File: src/rtl/oled_digit_writer.sv
// oled_digit_writer: AHB-Lite slave takes a binary value and a layout, converts it to BCD, then masters digit-code writes
// into oled_manager block slots. Optional LEADING_ZERO_BLANK_EN writes leading zeros as the empty code 12.
module oled_digit_writer #(
    parameter logic [31:0] OLED_BASE = 32'h5000_0000,
    parameter int VALUE_W = 16,
    parameter int MAX_DIGITS = 5
) (
    input  logic        HCLK,
    input  logic        HRESETn,
    input  logic        HSEL,
    input  logic        HREADY,
    input  logic        HWRITE,
    input  logic [31:0] HADDR,
    input  logic [31:0] HWDATA,
    input  logic [2:0]  HSIZE,
    input  logic [1:0]  HTRANS,
    output logic [31:0] HRDATA,
    output logic        HREADYOUT,
    output logic [31:0] M_HADDR,
    output logic [1:0]  M_HTRANS,
    output logic        M_HWRITE,
    output logic [2:0]  M_HSIZE,
    output logic [31:0] M_HWDATA,
    input  logic        M_HREADY
);
    localparam int BW = 4 * MAX_DIGITS;
    localparam int CW = $clog2(VALUE_W);
    localparam logic [2:0] MAXD = 3'(MAX_DIGITS);
    typedef enum logic [1:0] {IDLE, CONV, WRITE, LAST} state_t;
    state_t state, state_nx;
    logic ph_wr, ph_rd, acc, ctrl_wr, val_wr, st_rd, accept, busy, ovf, drop, hi_nz;
    logic [1:0] ph_idx;
    logic [2:0] req_n, n, i, didx;
    logic [4:0] start, blk, code, data_q;
    logic [3:0] digit;
    logic [CW-1:0] cnt;
    logic [VALUE_W-1:0] value, bin;
    logic [BW-1:0] bcd, bcd_adj;
    logic unused_ok;
    assign acc = HSEL & HREADY & (HTRANS != 2'b00);
    assign ctrl_wr = ph_wr && ph_idx == 2'd1;
    assign val_wr = ph_wr && ph_idx == 2'd0;
    assign st_rd = ph_rd && ph_idx == 2'd2;
    assign req_n = HWDATA[7:5];
    assign busy = state != IDLE;
    assign accept = ctrl_wr && !busy && req_n != 3'd0 && req_n <= MAXD;
    assign didx = n - 3'd1 - i;
    assign digit = bcd[{didx, 2'b00} +: 4];
    assign blk = start + {2'b00, i};
    assign unused_ok = ^{HSIZE, HADDR, HWDATA};
    assign HREADYOUT = 1'b1;
    assign M_HSIZE = 3'b010;
    assign M_HTRANS = state == WRITE ? 2'b10 : 2'b00;
    assign M_HWRITE = state == WRITE;
    assign M_HADDR = state == WRITE ? OLED_BASE + {24'd0, 6'd4 + {1'b0, blk}, 2'b00} : 32'd0;
    assign M_HWDATA = {27'd0, data_q};
    assign HRDATA = !ph_rd ? 32'd0 : ph_idx == 2'd0 ? 32'(value) :
                    ph_idx == 2'd2 ? {29'd0, drop, ovf, busy} : 32'd0;
`ifdef LEADING_ZERO_BLANK_EN
    logic lead;
    always_ff @(posedge HCLK or negedge HRESETn)
        if (!HRESETn) lead <= 1'b1;
        else if (state != WRITE) lead <= 1'b1;
        else if (M_HREADY) lead <= lead & (digit == 4'd0);
    assign code = (lead && digit == 4'd0 && i != n - 3'd1) ? 5'd12 : {1'b0, digit};
`else
    assign code = {1'b0, digit};
`endif
    // nibble add-3 for double-dabble; digits above the requested count flag overflow
    always_comb begin
        bcd_adj = bcd;
        hi_nz = 1'b0;
        for (int k = 0; k < MAX_DIGITS; k++) begin
            if (bcd[4*k +: 4] >= 4'd5) bcd_adj[4*k +: 4] = bcd[4*k +: 4] + 4'd3;
            if (k >= int'(n) && bcd[4*k +: 4] != 4'd0) hi_nz = 1'b1;
        end
    end
    always_comb begin
        state_nx = state;
        case (state)
            IDLE:  state_nx = accept ? CONV : IDLE;
            CONV:  state_nx = cnt == CW'(VALUE_W - 1) ? WRITE : CONV;
            WRITE: state_nx = (M_HREADY && i == n - 3'd1) ? LAST : WRITE;
            LAST:  state_nx = M_HREADY ? IDLE : LAST;
        endcase
    end
    always_ff @(posedge HCLK or negedge HRESETn)
        if (!HRESETn) begin
            state <= IDLE;
            ph_wr <= 1'b0;
            ph_rd <= 1'b0;
            ph_idx <= 2'd0;
            value <= '0;
            bin <= '0;
            bcd <= '0;
            cnt <= '0;
            start <= 5'd0;
            n <= 3'd0;
            i <= 3'd0;
            ovf <= 1'b0;
            drop <= 1'b0;
            data_q <= 5'd0;
        end else begin
            state <= state_nx;
            ph_wr <= acc & HWRITE;
            ph_rd <= acc & ~HWRITE;
            ph_idx <= HADDR[3:2];
            drop <= (drop & ~st_rd) | (ctrl_wr & busy);
            if (val_wr) value <= HWDATA[VALUE_W-1:0];
            if (accept) begin
                start <= HWDATA[4:0];
                n <= req_n;
                bin <= value;
                bcd <= '0;
                cnt <= '0;
                i <= 3'd0;
                ovf <= 1'b0;
            end
            if (state == CONV) begin
                bcd <= {bcd_adj[BW-2:0], bin[VALUE_W-1]};
                bin <= bin << 1;
                cnt <= cnt + 1'b1;
            end
            if (state == WRITE) ovf <= ovf | hi_nz;
            if (state == WRITE && M_HREADY) begin
                data_q <= code;
                i <= i + 3'd1;
            end
        end
endmodule

File: config.mk
export PLATFORM = sky130hd
export DESIGN_NAME = oled_digit_writer
export DESIGN_NICKNAME = d
export VERILOG_FILES = /design/src/rtl/oled_digit_writer.sv
export SDC_FILE = /design/constraint.sdc
export NUM_CORES = 1
export LEC_CHECK = 0
export BUFFER_PORTS_ARGS = -buffer_cell sky130_fd_sc_hd__buf_2
export CAP_MARGIN = 40
export CELL_PAD_IN_SITES_DETAIL_PLACEMENT = 1
export CELL_PAD_IN_SITES_GLOBAL_PLACEMENT = 2
export CORE_AREA = 2 2 194 101
export DETAILED_ROUTE_END_ITERATION = 12
export DIE_AREA = 0 0 196 103
export PLACE_DENSITY_LB_ADDON = 0.1
export SYNTH_ARGS = -nofsm -noshare
export SYNTH_HDL_FRONTEND = slang
export SYNTH_SLANG_ARGS = --single-unit
File: constraint.sdc
create_clock -name HCLK -period 2.1 [get_ports HCLK]
set_input_delay 0.21 -clock HCLK [delete_from_list [all_inputs] [get_ports HCLK]]
set_output_delay 0.21 -clock HCLK [all_outputs]
set_load 0.01 [all_outputs]
# --- Word level (Yosys, flattened, before mapping) ---
# Index checks and enable logic that the tools add are counted.
word_totals:
  register_bits: 79
  input_bits: 75
  out_inout_bits: 103
  elab_cells: 112
classes:
  n_addsub: 12
  magnitude_cmp: 11
  eq_ne: 7
  shifts: 1
  n_mux: 30
  bitwise: 10
  reduce_logical: 27
op_table:
  columns: ["cell", "count"]
  rows:
  - ["$mux W16", 4]
  - ["$mux W20", 2]
  - ["$add A31 B8 Y32 const A", 1]
  - ["$mux W32", 1]
  - ["$mux W4", 6]
  - ["$ge A4 B3 Y1 const B", 5]
  - ["$reduce_bool A4 Y1", 5]
  - ["$shiftx A20 B6 Y4", 1]
  - ["$add A4 B2 Y4 const B", 4]
  - ["$logic_and A1 B1 Y1", 13]
  - ["$mux W3", 4]
  - ["$reduce_bool A2 Y1", 5]
  - ["$mux W1", 9]
  - ["$pmux W2 S4", 1]
  - ["$add A3 B5 Y6 const A", 1]
  - ["$and A1 B1 Y1", 6]
  - ["$eq A2 B2 Y1 const B", 3]
  - ["$ge A1 B3 Y1 const A", 2]
  - ["$ge A2 B3 Y1 const A", 2]
  - ["$mux W2", 3]
  - ["$add A5 B3 Y5", 1]
  - ["$add A4 B1 Y4 const B", 1]
  - ["$eq A2 B1 Y1 const B", 2]
  - ["$eq A4 B4 Y1 const B", 1]
  - ["other kinds (12)", 15]

# --- Depth between registers and ports, before layout ---
logic_depth:
  ltp_word: 9
  ltp_mapped: 8
  mapped_depth_nobuf: 8

# --- Least setup slack after synthesis ---
# OpenSTA, ideal clock, no wires.
synth_path:
  path_kind: "reg2reg"
  start: "register n[1]"
  end: "register data_q[1]"
  setup_ns: 0.126
  arrival_time_ns: 1.994
  t_required_ns: 1.974
  path_slack_ns: -0.020
  stages_incl_launch_ff: 9
  n_path_buf: 0
  synth_period_minus_slack_ns: 2.120
  cell_sequence: "dfrtp_1 inv_1 ha_1 inv_1 fa_1 mux4_2 nand2_1 nor2_1 a221o_1"
synth_between:
  elab_chain_cells: 3
synth_lines:
  columns: ["element", "line", "source"]
  rows:
  - ["from (decl)", "33", "logic [2:0] req_n, n, i, didx;"]
  - ["from (signal assigned)", "112", "n <= req_n;"]
  - ["$sub A3 B1 Y3", "47", "assign didx = n - 3'd1 - i;"]
  - ["$sub A3 B3 Y3", "47", null]
  - ["$shiftx A20 B6 Y4", "48", "assign digit = bcd[{didx, 2'b00} +: 4];"]
  - ["to (signal assigned)", "126", "data_q <= code;"]
  - ["to (decl)", "34", "logic [4:0] start, blk, code, data_q;"]
# No other way between the ends.
# A chain may end at the register's enable or synchronous reset.

# --- Worst setup path after layout ---
layout_path:
  start: "register i[1]"
  end: "output M_HADDR[6]"
layout_between:
  elab_chain_cells: 4
layout_lines:
  columns: ["element", "line", "source"]
  rows:
  - ["from (decl)", "33", null]
  - ["from (signal assigned)", "127", "i <= i + 3'd1;"]
  - ["$add A5 B3 Y5", "49", "assign blk = start + {2'b00, i};"]
  - ["$add A3 B5 Y6", "55", "assign M_HADDR = state == WRITE ? OLED_BASE + {24'd0, 6'd4 + {1'b0, blk}, 2'b00} : 32'd0;"]
  - ["$add A31 B8 Y32", "55", null]
  - ["$mux W32", "55", null]
  - ["to (decl)", "19", "output logic [31:0] M_HADDR,"]
# No other way between the ends.

==> reports/summary.log <==
INFO  synth          main_flop_type_after_synthesis=dfrtp_1
INFO  synth          ys_async_sr_fraction=100%
INFO  sta            worstMarginPinSlew=0.571ns
INFO  cts            htree_levels=3
INFO  layout         drive_above_1_share=27.3%
INFO  global_routing antenna_violations_before_repair=0
INFO  power_and_ir_drop totalPowerFinal=8.66mW
INFO  layout         area.growth.synth_to_final=18.3%
INFO  cts            cts_tree=done
INFO  flow_run       maxCapViolCount=0
INFO  die            number_of_placement_rows=36
INFO  sta            skew=0.00675ns
INFO  sta            timing.final.hold_violations=0
INFO  global_routing gr_overflow_total=0
INFO  cts            max-clock-path-buffers=2
INFO  synth          synth-edff-count=0
INFO  critical_path  critical_path.top_delay_family=adder cells
INFO  sta            fmax=0.427GHz
INFO  layout         fin_util=31.0%
INFO  critical_path  crit_path_max_fanout=3
INFO  synth          syn_avg_cell_area=9.57µm²
INFO  power_and_ir_drop power.leakage=2.81nW
INFO  synth          synth_seq_cells=79
INFO  route          detail-route-antenna-nets=0
INFO  layout         mostFrequentLayoutCells=dfrtp_1, conb_1, nand2_1
INFO  critical_path  worst-endpoint-required=1.89ns
INFO  die            core=0.0187mm²
INFO  critical_path  end_kind=output pin
INFO  placement      port-buffer-count=55
INFO  global_routing wire_length_of_the_first_global_routing_pass=21.8mm
INFO  die            initial_utilization=26.2%
INFO  critical_path  path_cells=buf_4, fa_2, a21oi_2, nor2b_2, xnor3_1, nor2_1, buf_2
INFO  status         failed_checks=setup timing
INFO  critical_path  cp.buffers_inverters=2
INFO  critical_path  worst_path_largest_cell_delay=0.43ns
INFO  layout         filler_cell_count=2197
INFO  critical_path  critical_path_arrival=2.13ns
INFO  power_and_ir_drop power_density=1490mW/mm²
INFO  critical_path  ff2ff_setup_slack=-0.14ns
INFO  global_routing first_global_vias=3652
INFO  die            chipWidth=196µm
INFO  sta            finalSetupViolations=7
INFO  placement      placed_area=0.00530mm²
INFO  route          avgViaCountPerCell=4.37
INFO  layout         layout.nets=690
INFO  critical_path  worst-setup-path-type=reg -> out
INFO  cts            cts_made_buffers=9
INFO  layout         final_common_cell=dfrtp_1
INFO  route          post_detailed_route_drc_marker_count=0
INFO  global_routing track_usage=14.4%
INFO  placement      place_ws=-0.242ns
INFO  route          first_iter_violations=120
INFO  sta            rsz0062_at_grt=yes
INFO  cts            clock-root-buffer=clkbuf_16
INFO  status         status=complete, but fails checks
INFO  cts            insertion_delay=0.34ns
INFO  critical_path  critPathLaunchType=flip-flop
INFO  placement      dp_hpwl=10.6mm
INFO  placement      gp_routability_congestion=0.742
INFO  route          drt-pass1-iter-count=4
INFO  layout         final_area=0.00580mm²
INFO  worst_hold_path min-delay-path-class=in -> reg
INFO  cts            cts_clock_pin_slew_for_the_worst_setup_and_hold_paths=0.06ns
INFO  cts            cts.sink_count=79
INFO  route          routed-via-count=3689
INFO  sta            worst_slack=-0.242ns
INFO  route          wirelength=14.0mm
INFO  synth          synth.yosys.warnings=0
INFO  route          avgRoutedWirePerCell=16.6µm
INFO  synth          synth_cell_type_count=52
INFO  sta            drv_slew=0
INFO  die            floorplan.die.height=103µm
INFO  die            floorplan.io_pins=178
INFO  synth          post_synth_inst_count=513
INFO  global_routing grt_start_max_net_pins=42
INFO  synth          seq_area_frac_synth=40.3%
INFO  synth          synth_area=0.00491mm²
INFO  sta            final_min_period_over_clock_period=112%
INFO  die            design.die.area=0.0202mm²
INFO  sta            maxSlewHeadroom=61.9%
INFO  power_and_ir_drop max-vdd-ir-drop=0.448mV
INFO  critical_path  critPathSlowestCell=fa_2
INFO  sta            period_needed=2.34ns
==> layout make-up <==
cell class	instances	area [µm²]	area share [%]
antenna	1	2.50	0.0431
clock buffer	13	260	4.48
clock inverter	3	65.1	1.12
inverter	17	63.8	1.10
multi-input combinational	390	2520	43.5
sequential	79	1980	34.1
tap	247	309	5.33
timing repair buffer	95	602	10.4
==> cell usage after synthesis, types with 5 or more instances <==
library cell / number / area share (%)
dfrtp_1: 79 / 40
ha_1: 21 / 5.4
nand2_1: 59 / 4.5
nor3_1: 7 / 0.71
o21ai_0: 16 / 1.6
xnor2_1: 6 / 1.1
nand2b_1: 8 / 1.0
o21ai_1: 11 / 1.1
buf_6: 5 / 1.1
nor2_1: 32 / 2.4
mux2_2: 20 / 4.6
buf_4: 76 / 12
a21oi_1: 42 / 4.3
nand3_1: 19 / 1.9
and2_1: 18 / 2.3
inv_1: 17 / 1.3
o31ai_1: 5 / 0.76
clkbuf_1: 11 / 0.84
buf_2: 5 / 0.51
==> worst paths after layout <==
kind / from / to / depth (start not counted)
worst max-delay path: i[1] / M_HADDR[6] / 7
max in group asynchronous: HRESETn / bin[13] / 3
worst min-delay path: HWRITE / ph_rd / 2
min in group asynchronous: HRESETn / value[4] / 2
worst max register to register: n[1] / data_q[0] / 8
worst min register to register: start[2] / start[2] / 2
==> what timing repair did <==
| item | in CTS | in global routing |
|---|---|---|
| cloned | 0 | 1 |
| hold buffers | 3 | 0 |
| pin swaps | 15 | 3 |
| resized for setup | 21 | 5 |
| endpoints found under the setup margin | 8 | 11 |
| setup buffers | 5 | 1 |
| endpoints found under the hold margin | 36 | 0 |
==> registers in the layout, summed over array words and instances, names as in the netlist, 3 cells and up <==
signal and cells:
data_q 4, start 5, i 3, cnt 4, bin 16, n 3, bcd 20, value 16
==> cells by family after synthesis <==
family          synth area share, %
flops                          40.3
other cells                   0.153
xor+xnor                       3.06
mux                            7.24
simple gates                   16.4
fa+ha+maj                      6.17
compound gates                 11.1
buf+inv                        15.5
==> per-layer routing <==
metal / wire length, µm / global-route usage (%) / up-vias / part of all wire, %
li1: - / - / 1751 / -
met3: 541 / 3.27 / 6 / 3.9
met2: 5330 / 18.9 / 80 / 38
met4: 65 / 2.97 / 0 / 0.46
met5: 0 / 0 / - / 0
met1: 8110 / 23.3 / 1852 / 58
==> power by group <==
part	leakage [nW]	total (mW)	internal [mW]	switching (mW)
Combinational	1.68	4.26	2.00	2.27
Clock	0.160	1.73	1.11	0.627
Sequential	0.972	2.66	2.10	0.560
Total	2.81	8.66	5.21	3.45
==> metrics by stage <==
stage          setup TNS [ns]  std cells  hold slack [ns]
6_report                -1.03        845           0.0677
5_1_grt                 -1.81        844           0.0656
4_1_cts                 -1.21        842           0.0492
3_5_place_dp            -1.10        818            0.239
3_3_place_gp           -0.939        818            0.241
2_1_floorplan               0        584          -0.0856
No activity file was read; power rests on OpenSTA's default activity.
